===== src/rtl/rs_encoder.sv =====
// rs_encoder -- systematic RS(204,188, t=8) encoder over GF(2^8), p(x)=11Dh, alpha=02h.
// Generator g(x) = prod (x + alpha^i), i=0..15; RS(255,239) shortened by 51 bytes.
// Each 188-byte packet passes through unchanged with one cycle of latency.
// Sixteen parity bytes follow it, highest degree first.
//
// Handshake: a byte moves when In_Valid & In_Ready on a rising Clk edge.
// In_Ready is high only in the DATA state. The output side has no backpressure:
// Out_Valid marks a codeword byte that the consumer must take in that cycle.
//
// Optional build macro RS_ENC_ERR_INJECT_EN adds Inject_Mask[7:0].
// That mask is XORed onto every valid output byte, both data and parity.
// The LFSR always sees the clean byte.
// Dbg_State exposes the FSM state (0 = DATA, 1 = PARITY).
module rs_encoder (
    input  logic       Clk,
    input  logic       Reset,
    input  logic       In_Valid,
    input  logic       In_Sop,
    input  logic [7:0] In_Data,
`ifdef RS_ENC_ERR_INJECT_EN
    input  logic [7:0] Inject_Mask,
`endif
    output logic       In_Ready,
    output logic       Out_Valid,
    output logic       Out_Sop,
    output logic       Out_Eop,
    output logic [7:0] Out_Data,
    output logic       Sync_Err,
    output logic       Dbg_State
);

    typedef enum logic {
        ST_DATA   = 1'b0,
        ST_PARITY = 1'b1
    } state_t;

    // GF(2^8) multiply reduced by x^8+x^4+x^3+x^2+1; with one constant operand it folds to XORs
    function automatic logic [7:0] gf_mul(input logic [7:0] a, input logic [7:0] b);
        logic [7:0] p;
        logic [7:0] x;
        p = 8'h00;
        x = a;
        for (int i = 0; i < 8; i++) begin
            if (b[i]) p = p ^ x;
            x = {x[6:0], 1'b0} ^ (x[7] ? 8'h1D : 8'h00);
        end
        return p;
    endfunction

    // Expands prod (x + alpha^i) at elaboration; returns g_0..g_15 (g_16 = 1 is implicit)
    function automatic logic [15:0][7:0] gen_poly();
        logic [7:0]       gd [0:16];
        logic [7:0]       root;
        logic [15:0][7:0] res;
        for (int j = 0; j <= 16; j++) gd[j] = 8'h00;
        gd[0] = 8'h01;
        root  = 8'h01;
        for (int i = 0; i < 16; i++) begin
            for (int j = 16; j >= 1; j--) gd[j] = gd[j-1] ^ gf_mul(gd[j], root);
            gd[0] = gf_mul(gd[0], root);
            root  = gf_mul(root, 8'h02);
        end
        for (int j = 0; j < 16; j++) res[j] = gd[j];
        return res;
    endfunction

    localparam logic [15:0][7:0] G_COEF   = gen_poly();
    localparam logic [7:0]       LAST_IDX = 8'd187;

    state_t     r_state;
    state_t     w_next_state;
    logic [7:0] r_cnt;
    logic [3:0] r_pcnt;
    logic [7:0] r_lfsr [16];

    logic       r_out_valid;
    logic       r_out_sop;
    logic       r_out_eop;
    logic [7:0] r_out_data;
    logic       r_sync_err;

    logic       w_accept;
    logic       w_restart;
    logic       w_stray;
    logic       w_normal;
    logic [7:0] w_mask;
    logic [7:0] w_fb;
    logic [7:0] w_lfsr_d [16];
    logic [7:0] w_cnt_d;
    logic [3:0] w_pcnt_d;
    logic       w_out_valid_d;
    logic       w_out_sop_d;
    logic       w_out_eop_d;
    logic [7:0] w_out_byte_d;
    logic       w_sync_err_d;

    assign In_Ready  = (r_state == ST_DATA);
    assign Dbg_State = r_state;
    assign Out_Valid = r_out_valid;
    assign Out_Sop   = r_out_sop;
    assign Out_Eop   = r_out_eop;
    assign Out_Data  = r_out_data;
    assign Sync_Err  = r_sync_err;

`ifdef RS_ENC_ERR_INJECT_EN
    assign w_mask = Inject_Mask;
`else
    assign w_mask = 8'h00;
`endif

    // Classify an accepted byte: packet start, out-of-sync stray, or in-packet continuation
    assign w_accept  = In_Valid & In_Ready;
    assign w_restart = w_accept & In_Sop;
    assign w_stray   = w_accept & ~In_Sop & (r_cnt == 8'd0);
    assign w_normal  = w_accept & ~In_Sop & (r_cnt != 8'd0);

    // FSM state register
    always_ff @(posedge Clk or posedge Reset) begin
        if (Reset) r_state <= ST_DATA;
        else       r_state <= w_next_state;
    end

    // Next state: leave DATA on byte 187; return after the 16th parity byte
    always_comb begin
        w_next_state = r_state;
        case (r_state)
            ST_DATA:   if (w_normal && (r_cnt == LAST_IDX)) w_next_state = ST_PARITY;
            ST_PARITY: if (r_pcnt == 4'd15)                 w_next_state = ST_DATA;
            default:   w_next_state = ST_DATA;
        endcase
    end

    // Output and datapath: LFSR update, counters and the next registered output byte
    always_comb begin
        w_fb          = 8'h00;
        w_cnt_d       = r_cnt;
        w_pcnt_d      = r_pcnt;
        w_out_valid_d = 1'b0;
        w_out_sop_d   = 1'b0;
        w_out_eop_d   = 1'b0;
        w_out_byte_d  = 8'h00;
        w_sync_err_d  = 1'b0;
        for (int i = 0; i < 16; i++) w_lfsr_d[i] = r_lfsr[i];
        case (r_state)
            ST_DATA: begin
                if (w_restart) begin
                    // New packet: feedback as if the register were all zero
                    w_fb = In_Data;
                    for (int i = 0; i < 16; i++) w_lfsr_d[i] = gf_mul(G_COEF[i], w_fb);
                    w_cnt_d       = 8'd1;
                    w_out_valid_d = 1'b1;
                    w_out_sop_d   = 1'b1;
                    w_out_byte_d  = In_Data;
                    w_sync_err_d  = (r_cnt != 8'd0);
                end else if (w_stray) begin
                    w_sync_err_d = 1'b1;
                end else if (w_normal) begin
                    w_fb        = In_Data ^ r_lfsr[15];
                    w_lfsr_d[0] = gf_mul(G_COEF[0], w_fb);
                    for (int i = 1; i < 16; i++) w_lfsr_d[i] = r_lfsr[i-1] ^ gf_mul(G_COEF[i], w_fb);
                    w_out_valid_d = 1'b1;
                    w_out_byte_d  = In_Data;
                    if (r_cnt == LAST_IDX) w_pcnt_d = 4'd0;
                    else                   w_cnt_d  = r_cnt + 8'd1;
                end
            end
            ST_PARITY: begin
                w_out_valid_d = 1'b1;
                w_out_byte_d  = r_lfsr[15];
                w_lfsr_d[0]   = 8'h00;
                for (int i = 1; i < 16; i++) w_lfsr_d[i] = r_lfsr[i-1];
                w_pcnt_d = r_pcnt + 4'd1;
                if (r_pcnt == 4'd15) begin
                    w_out_eop_d = 1'b1;
                    w_cnt_d     = 8'd0;
                end
            end
            default: ;
        endcase
    end

    // Datapath and output registers; reset drops any codeword in flight
    always_ff @(posedge Clk or posedge Reset) begin
        if (Reset) begin
            r_cnt       <= 8'd0;
            r_pcnt      <= 4'd0;
            for (int i = 0; i < 16; i++) r_lfsr[i] <= 8'h00;
            r_out_valid <= 1'b0;
            r_out_sop   <= 1'b0;
            r_out_eop   <= 1'b0;
            r_out_data  <= 8'h00;
            r_sync_err  <= 1'b0;
        end else begin
            r_cnt       <= w_cnt_d;
            r_pcnt      <= w_pcnt_d;
            for (int i = 0; i < 16; i++) r_lfsr[i] <= w_lfsr_d[i];
            r_out_valid <= w_out_valid_d;
            r_out_sop   <= w_out_sop_d;
            r_out_eop   <= w_out_eop_d;
            r_out_data  <= w_out_valid_d ? (w_out_byte_d ^ w_mask) : 8'h00;
            r_sync_err  <= w_sync_err_d;
        end
    end

endmodule


===== config.mk =====
export PLATFORM = sky130hd
export DESIGN_NAME = rs_encoder
export DESIGN_NICKNAME = d
export VERILOG_FILES = /design/src/rtl/rs_encoder.sv
export SDC_FILE = /design/constraint.sdc
export NUM_CORES = 1
export LEC_CHECK = 0
export BUFFER_PORTS_ARGS = -buffer_cell sky130_fd_sc_hd__clkbuf_2
export CAP_MARGIN = 0
export CELL_PAD_IN_SITES_DETAIL_PLACEMENT = 0
export CELL_PAD_IN_SITES_GLOBAL_PLACEMENT = 1
export CORE_MARGIN = 3
export CORE_UTILIZATION = 50
export CTS_CLUSTER_SIZE = 28
export DETAILED_ROUTE_END_ITERATION = 8
export PLACE_DENSITY_LB_ADDON = 0.1
export SYNTH_ARGS = -nofsm -noshare
export SYNTH_HDL_FRONTEND = slang
export SYNTH_SLANG_ARGS = --single-unit

===== constraint.sdc =====
create_clock -name Clk -period 7.47 [get_ports Clk]
set_input_delay 1.494 -clock Clk [delete_from_list [all_inputs] [get_ports Clk]]
set_output_delay 1.494 -clock Clk [all_outputs]
set_load 0.05 [all_outputs]

# [Yosys cells after proc, flatten, opt, wreduce, memory -nomap -nowiden]
# Index checks and enable logic that the tools add are counted.
[totals] elab_cells=1239 regBits=153 output_inout_bits=14 in_bits=12
[op_classes] muxes=964 n_addsub=2 n_reduce_logical=6 n_eq_ne=10 n_bitwise=233
[op_table] cell="$mux 8" count=813
[op_table] cell="$mux 7" count=60
[op_table] cell="$mux 128" count=3
[op_table] cell="$not 5->5" count=58
[op_table] cell="$pmux 128 s2" count=1
[op_table] cell="$mux 6" count=36
[op_table] cell="$not 3->3" count=56
[op_table] cell="$not 4->4" count=42
[op_table] cell="$not 6->6" count=26
[op_table] cell="$xor 8x8->8" count=16
[op_table] cell="$mux 5" count=18
[op_table] cell="$mux 4" count=12
[op_table] cell="$not 7->7" count=6
[op_table] cell="$pmux 8 s2" count=2
[op_table] cell="$not 2->2" count=12
[op_table] cell="$not 8->8" count=2
[op_table] cell="$mux 1" count=12
[op_table] cell="$mux 3" count=4
[op_table] cell="$not 1->1" count=10
[op_table] cell="$add 8x1->8 const B" count=1
[op_table] cell="$eq 8x8->1 const B" count=1
[op_table] cell="$logic_not 8->1" count=1
[op_table] cell="$pmux 4 s2" count=1
[op_table] cell="$reduce_and 4->1" count=2
[op_table] cell="11 further kinds" count=20

# [Longest topological paths before layout]
[depth] word_depth=55 ltp_mapped=10 depth_no_buf=9

# [Worst setup path before layout]
# Ideal clock, no wire load.
[synth_path] path_type="input port to flip-flop" from="input In_Data[7]" to="register r_lfsr[89] (netlist bit)" required_ns=7.406 t_arrival_ns=3.330 path_buffers=1 slack_ns=4.076 cell_stages=7 path_cell_list="buf_4 > xor2_4 > xnor2_1 > xnor3_1 > xor2_1 > a221oi_2 > a21o_1"
[synth_via] elab_chain_cells=11 word_cells_on_any_way=12
[synth_lines] item="start: declaration" line="19" source="input logic [7:0] In_Data,"
[synth_lines] item="$xor 8x8->8" line="158" source="w_fb = In_Data ^ r_lfsr[15];"
[synth_lines] item="$mux 8" line="44" source="if (b[i]) p = p ^ x;"
[synth_lines] item="$mux 8" line="157" source="end else if (w_normal) begin"
[synth_lines] item="$mux 8" line="155" source="end else if (w_stray) begin"
[synth_lines] item="$mux 8" line="146" source="if (w_restart) begin"
[synth_lines] item="$mux 8" line="144" source="case (r_state)"
[synth_lines] item="$xor 8x8->8" line="160" source="for (int i = 1; i < 16; i++) w_lfsr_d[i] = r_lfsr[i-1] ^ gf_mul(G_COEF[i], w_fb);"
[synth_lines] item="$mux 128" line="157"
[synth_lines] item="$mux 128" line="155"
[synth_lines] item="$mux 128 *" line="146"
[synth_lines] item="$pmux 128 s2 *" line="144"
[synth_lines] item="end: declaration" line="74" source="logic [7:0] r_lfsr [16];"
# Every way passes the cells marked *; elsewhere a longest branch is shown, timed or not. The select of a mux whose other input is x is not followed.
# A chain may end at the register's enable or synchronous reset.

# [Worst setup path after layout]
[layout_path] from="input In_Valid" to="register r_lfsr[76] (netlist bit)"
[layout_via] elab_chain_cells=5 word_cells_on_any_way=10
[layout_lines] item="start: declaration" line="17" source="input logic In_Valid,"
[layout_lines] item="$and 1x1->1 *" line="112" source="assign w_accept = In_Valid & In_Ready;"
[layout_lines] item="$and 1x1->1" line="114, 115"
[layout_lines] item="$and 1x1->1, on equally long branches" line="115, 114"
[layout_lines] item="$ne 3x1->1 (no line) / $ne 3x3->1 (equally long branches)"
[layout_lines] item="$reduce_and 2->1 (no line)"
# Every way passes the cells marked *; elsewhere a longest branch is shown, timed or not.

==> run summary <==
The run finished with clean final reports. The post-synthesis xor/xnor area fraction was 30.7%; the switching fraction of total power was 49.4%. The pre-CTS setup slack is 3.05 ns, and the CTS sink count is 153. After floorplanning, the core was divided into 55 placement rows. The power density of the placed cells is 627 mW/mm^2, and the count of input and output buffers is 25. The category of the worst setup path capture point is a flop. Routability-driven placement finished with a final weighted congestion of 0.964. Of all nets on the critical path, the largest fanout is 50.

Dividing the detail-routed via count by the number of cells gives 6.32. The synthesized design contains 153 register bits. The path class of the tightest hold or removal check is flop to flop. The biggest area contributor in the post-synthesis netlist is sky130_fd_sc_hd__dfrtp_1. The maximum buffer depth of the clock tree was 2; the number of global-route vias before repair was 9,411. In the routed design, unresolved DRC markers number 0. For this run, the slowest stage of the critical path takes 0.56 ns. The total wire length after detailed routing is 42,000 um. Measured along the y axis, the die boundary spans 159 um. In this run the count of I/O pins placed on the die edge is 26.

The worst reg2reg path depth was 8; the remaining number of nets flagged by the antenna check after routing was 0. At the pin with the least slew margin, the transition time is 1.22 ns. The CTS H-tree depth was 4; the first-pass GRT wire length was 63,300 um. The die is 159 um wide. Entering global routing, the biggest net connects 96 pins. The slowest stage of the critical path belongs to the cell sky130_fd_sc_hd__nor2b_1. In this run the static leakage power is 4.96 nW. Counting distinct cell types in the post-synthesis netlist gives 66. For the number of warning messages in the yosys log, the log shows 0. The predominant post-synthesis flop cell was sky130_fd_sc_hd__dfrtp_1. The synthesis-to-finish area growth was 7.58%. The final count of hold timing violations came out at 0.

In this run, the combinational gates consume 66.7% of the power. The fmax is 0.249 GHz. The run gives 1,185 as the initial detailed-routing violation count. For the portion of total power attributed to sequential cells, the log shows 22.2%. The detailed router placed 9,953 vias in this run. The most common cell in the synthesized netlist is sky130_fd_sc_hd__xnor2_1.

Global routing used 34.3% of the available tracks across all layers. For the core box area, the log shows 0.0228 sq mm. The signal on the critical path passes through clkbuf_2, nor2b_1, nand2_4, inv_2, buf_4, nor2_1, a21oi_1, o22ai_1, o21ai_0. The worst-case IR drop observed on VDD is 0.296 mV. The fraction of post-synthesis cell area in the top cell type by area came out at 32.9%.

The clock buffer count from CTS was 17; the total buffers and inverters traversed by the critical path was 3. Setup repair after global routing left no endpoint under its margin. A synthesized cell averages 9.12 sq um. The sequential area share after synthesis is 32.9%, and the number of standard cells after synthesis is 1,276. The fraction of layout instances using a drive strength above 1 was 10.4%. TritonCTS built the clock tree.

The tools report the sort of element at the start of the critical path as an input pin. In this run, post-CTS repair resized a total of 0 instances. Max-cap violations in this run came to 0. The synthesized netlist devotes 9.42% of its cell area to simple gates. After detailed routing, the average wire length per cell comes to 26.6 um.

The final setup slack of the worst path was 3.46 ns. The reported net switching power is 3.88 mW, and the number of enable flip-flop cells after synthesis is 0. The clock transition at the registers of the reported paths was 0.07 ns; the relative max-transition margin was 18.5%.

The clock network burns 11.1% of the power. In the synthesized netlist, the cells that appear most often are 217 x sky130_fd_sc_hd__xnor2_1, 153 x sky130_fd_sc_hd__dfrtp_1, 131 x sky130_fd_sc_hd__o21ai_0. The filler cells instantiated in the layout total 2,055.

The synthesized netlist devotes 21.6% of its cell area to compound gates. The starting utilization of the core area came out at 51.1%. For the arrival time of data at the critical path endpoint, the log shows 4.36 ns. The run gives 3.98 mW as the internal power.

The multiplexer area fraction after synthesis works out to 0.699%. By area the synthesized netlist is led by sky130_fd_sc_hd__dfrtp_1 33%, sky130_fd_sc_hd__xnor2_1 16%, sky130_fd_sc_hd__o21ai_0 5.6%. After the last flow step, the layout net total stands at 1,265.

The root buffer cell chosen for the clock tree is sky130_fd_sc_hd__clkbuf_16. STA puts the critical path data required time at 7.82 ns. The worst path in the final design needs a cycle of 4.01 ns, including I/O delays and setup. Setup violations remaining at the end of the flow were counted as 0. On the final layout, the worst clock skew is 0.0158 ns. The worst setup path category was input pin to flop. The HPWL after detailed placement is 27,600 um. The number of antenna diodes in the final layout is 0.

Summing the areas of all fa, ha and maj instances in the mapped netlist gives 0.323% of the synthesized area. The initial antenna violation count came out at 0. The number of buffers added to fix hold violations after cts was 0. The number of pins exceeding their max-slew limit in the final report came out at 0.

Counting flops with an async set or reset pin after synthesis yields a share of 100%. Number of logic stages on the critical path including buffering: 9. The final critical path takes up 53.7% of the cycle. Area of the die: 0.0251 sq mm. Post-CTS timing repair inserted 0 buffers for setup.

Largest family of logic cells by synthesized area: XOR/XNOR gates. The first detailed-routing pass took 6 iterations. The cell class contributing the biggest share of worst-path delay was simple AND/OR/NAND/NOR gates. In this run the cell area of the synthesized design comes to 0.0116 sq mm. Counting every net in the synthesized netlist gives 1,291. The count of cells along the worst hold path is 1. Global routing finished with a remaining overflow of 0.

Setup TNS after final layout: 0 ns. The run gives 0.45 ns as the clock latency reported for the late side of the worst-skew pair.
placed cells by master (no fill, tap or decap), types with 9 or more instances in the layout:
cell	n
sky130_fd_sc_hd__a211oi_1	17
sky130_fd_sc_hd__a21oi_1	78
sky130_fd_sc_hd__a221oi_1	18
sky130_fd_sc_hd__a22o_1	9
sky130_fd_sc_hd__a22oi_1	15
sky130_fd_sc_hd__and3_1	9
sky130_fd_sc_hd__buf_4	21
sky130_fd_sc_hd__clkbuf_16	17
sky130_fd_sc_hd__clkbuf_2	25
sky130_fd_sc_hd__dfrtp_1	152
sky130_fd_sc_hd__inv_1	20
sky130_fd_sc_hd__nand2_1	108
sky130_fd_sc_hd__nand3_1	19
sky130_fd_sc_hd__nor2_1	84
sky130_fd_sc_hd__nor3_1	15
sky130_fd_sc_hd__o21ai_0	131
sky130_fd_sc_hd__o21ai_1	15
sky130_fd_sc_hd__o221ai_1	9
sky130_fd_sc_hd__o22ai_1	30
sky130_fd_sc_hd__o31ai_1	10
sky130_fd_sc_hd__xnor2_1	217
sky130_fd_sc_hd__xnor2_2	18
sky130_fd_sc_hd__xnor3_1	15
sky130_fd_sc_hd__xor2_1	72
sky130_fd_sc_hd__xor2_2	9
metrics by stage:
stage / util [%] / power, mW / cell area (sq um) / std cells / hold WS [ns]
final: 54.9 / 7.85 / 12500 / 1576 / 0.508
after detailed placement: 52.5 / 6.85 / 12000 / 1544 / 0.488
after floorplan: - / 5.54 / 11600 / 1276 / 0.446
after global placement: 52.5 / 6.82 / 12000 / 1544 / 0.487
after CTS: 54.9 / 7.75 / 12500 / 1576 / 0.504
after global routing: 54.9 / 8.29 / 12500 / 1576 / 0.538
power groups by stage:
stage | clock network, mW | registers (mW) | logic, mW
after floorplan | 0 | 1.49 | 4.05
after detailed placement | 0 | 1.72 | 5.13
after CTS | 0.875 | 1.71 | 5.16
after global routing | 0.906 | 1.77 | 5.61
after global placement | 0 | 1.73 | 5.09
final | 0.868 | 1.74 | 5.24
registers in the layout (all words and copies together) (netlist names):
signal	flops
Sync_Err	1
Out_Sop	1
Out_Eop	1
Out_Data	8
r_lfsr	128
Out_Valid	1
Dbg_State	1
r_cnt	8
r_pcnt	4
final timing paths:
path	startpoint	endpoint	slack (ns)
setup / recovery	In_Valid	r_lfsr[76]	3.46
hold / removal	r_lfsr[121]	r_lfsr[113]	0.51
setup reg to reg	Dbg_State	r_lfsr[76]	3.91
hold reg to reg	r_lfsr[121]	r_lfsr[113]	0.51
max in group asynchronous	Reset	r_lfsr[70]	4.87
min in group asynchronous	Reset	Out_Valid	1.22
cell type report:
| cell class | count | area, sq um | share of cell area, % |
|---|---|---|---|
| multi-input combinational | 1008 | 7350 | 58.7 |
| sequential | 153 | 3830 | 30.6 |
| clock buffer | 19 | 453 | 3.62 |
| inverter | 24 | 95.1 | 0.760 |
| timing repair buffer | 46 | 283 | 2.26 |
| tap | 313 | 392 | 3.13 |
| clock inverter | 13 | 110 | 0.880 |
kinds of logic after synthesis:
family          after synthesis
compound gates              399
xor+xnor                    341
fa+ha+maj                     3
buf+inv                     115
flops                       153
mux                           8
simple gates                257
per-layer routing:
layer  GRT usage [%]  vias to the layer above  part of all wire [%]
met3            8.32                      106                    10
met2            50.8                      570                    43
met5               0                        -                     0
met1            48.3                     4862                    42
met4            13.9                        0                   4.4
li1                -                     4415                     -
No activity file was read; power rests on OpenSTA's default activity.
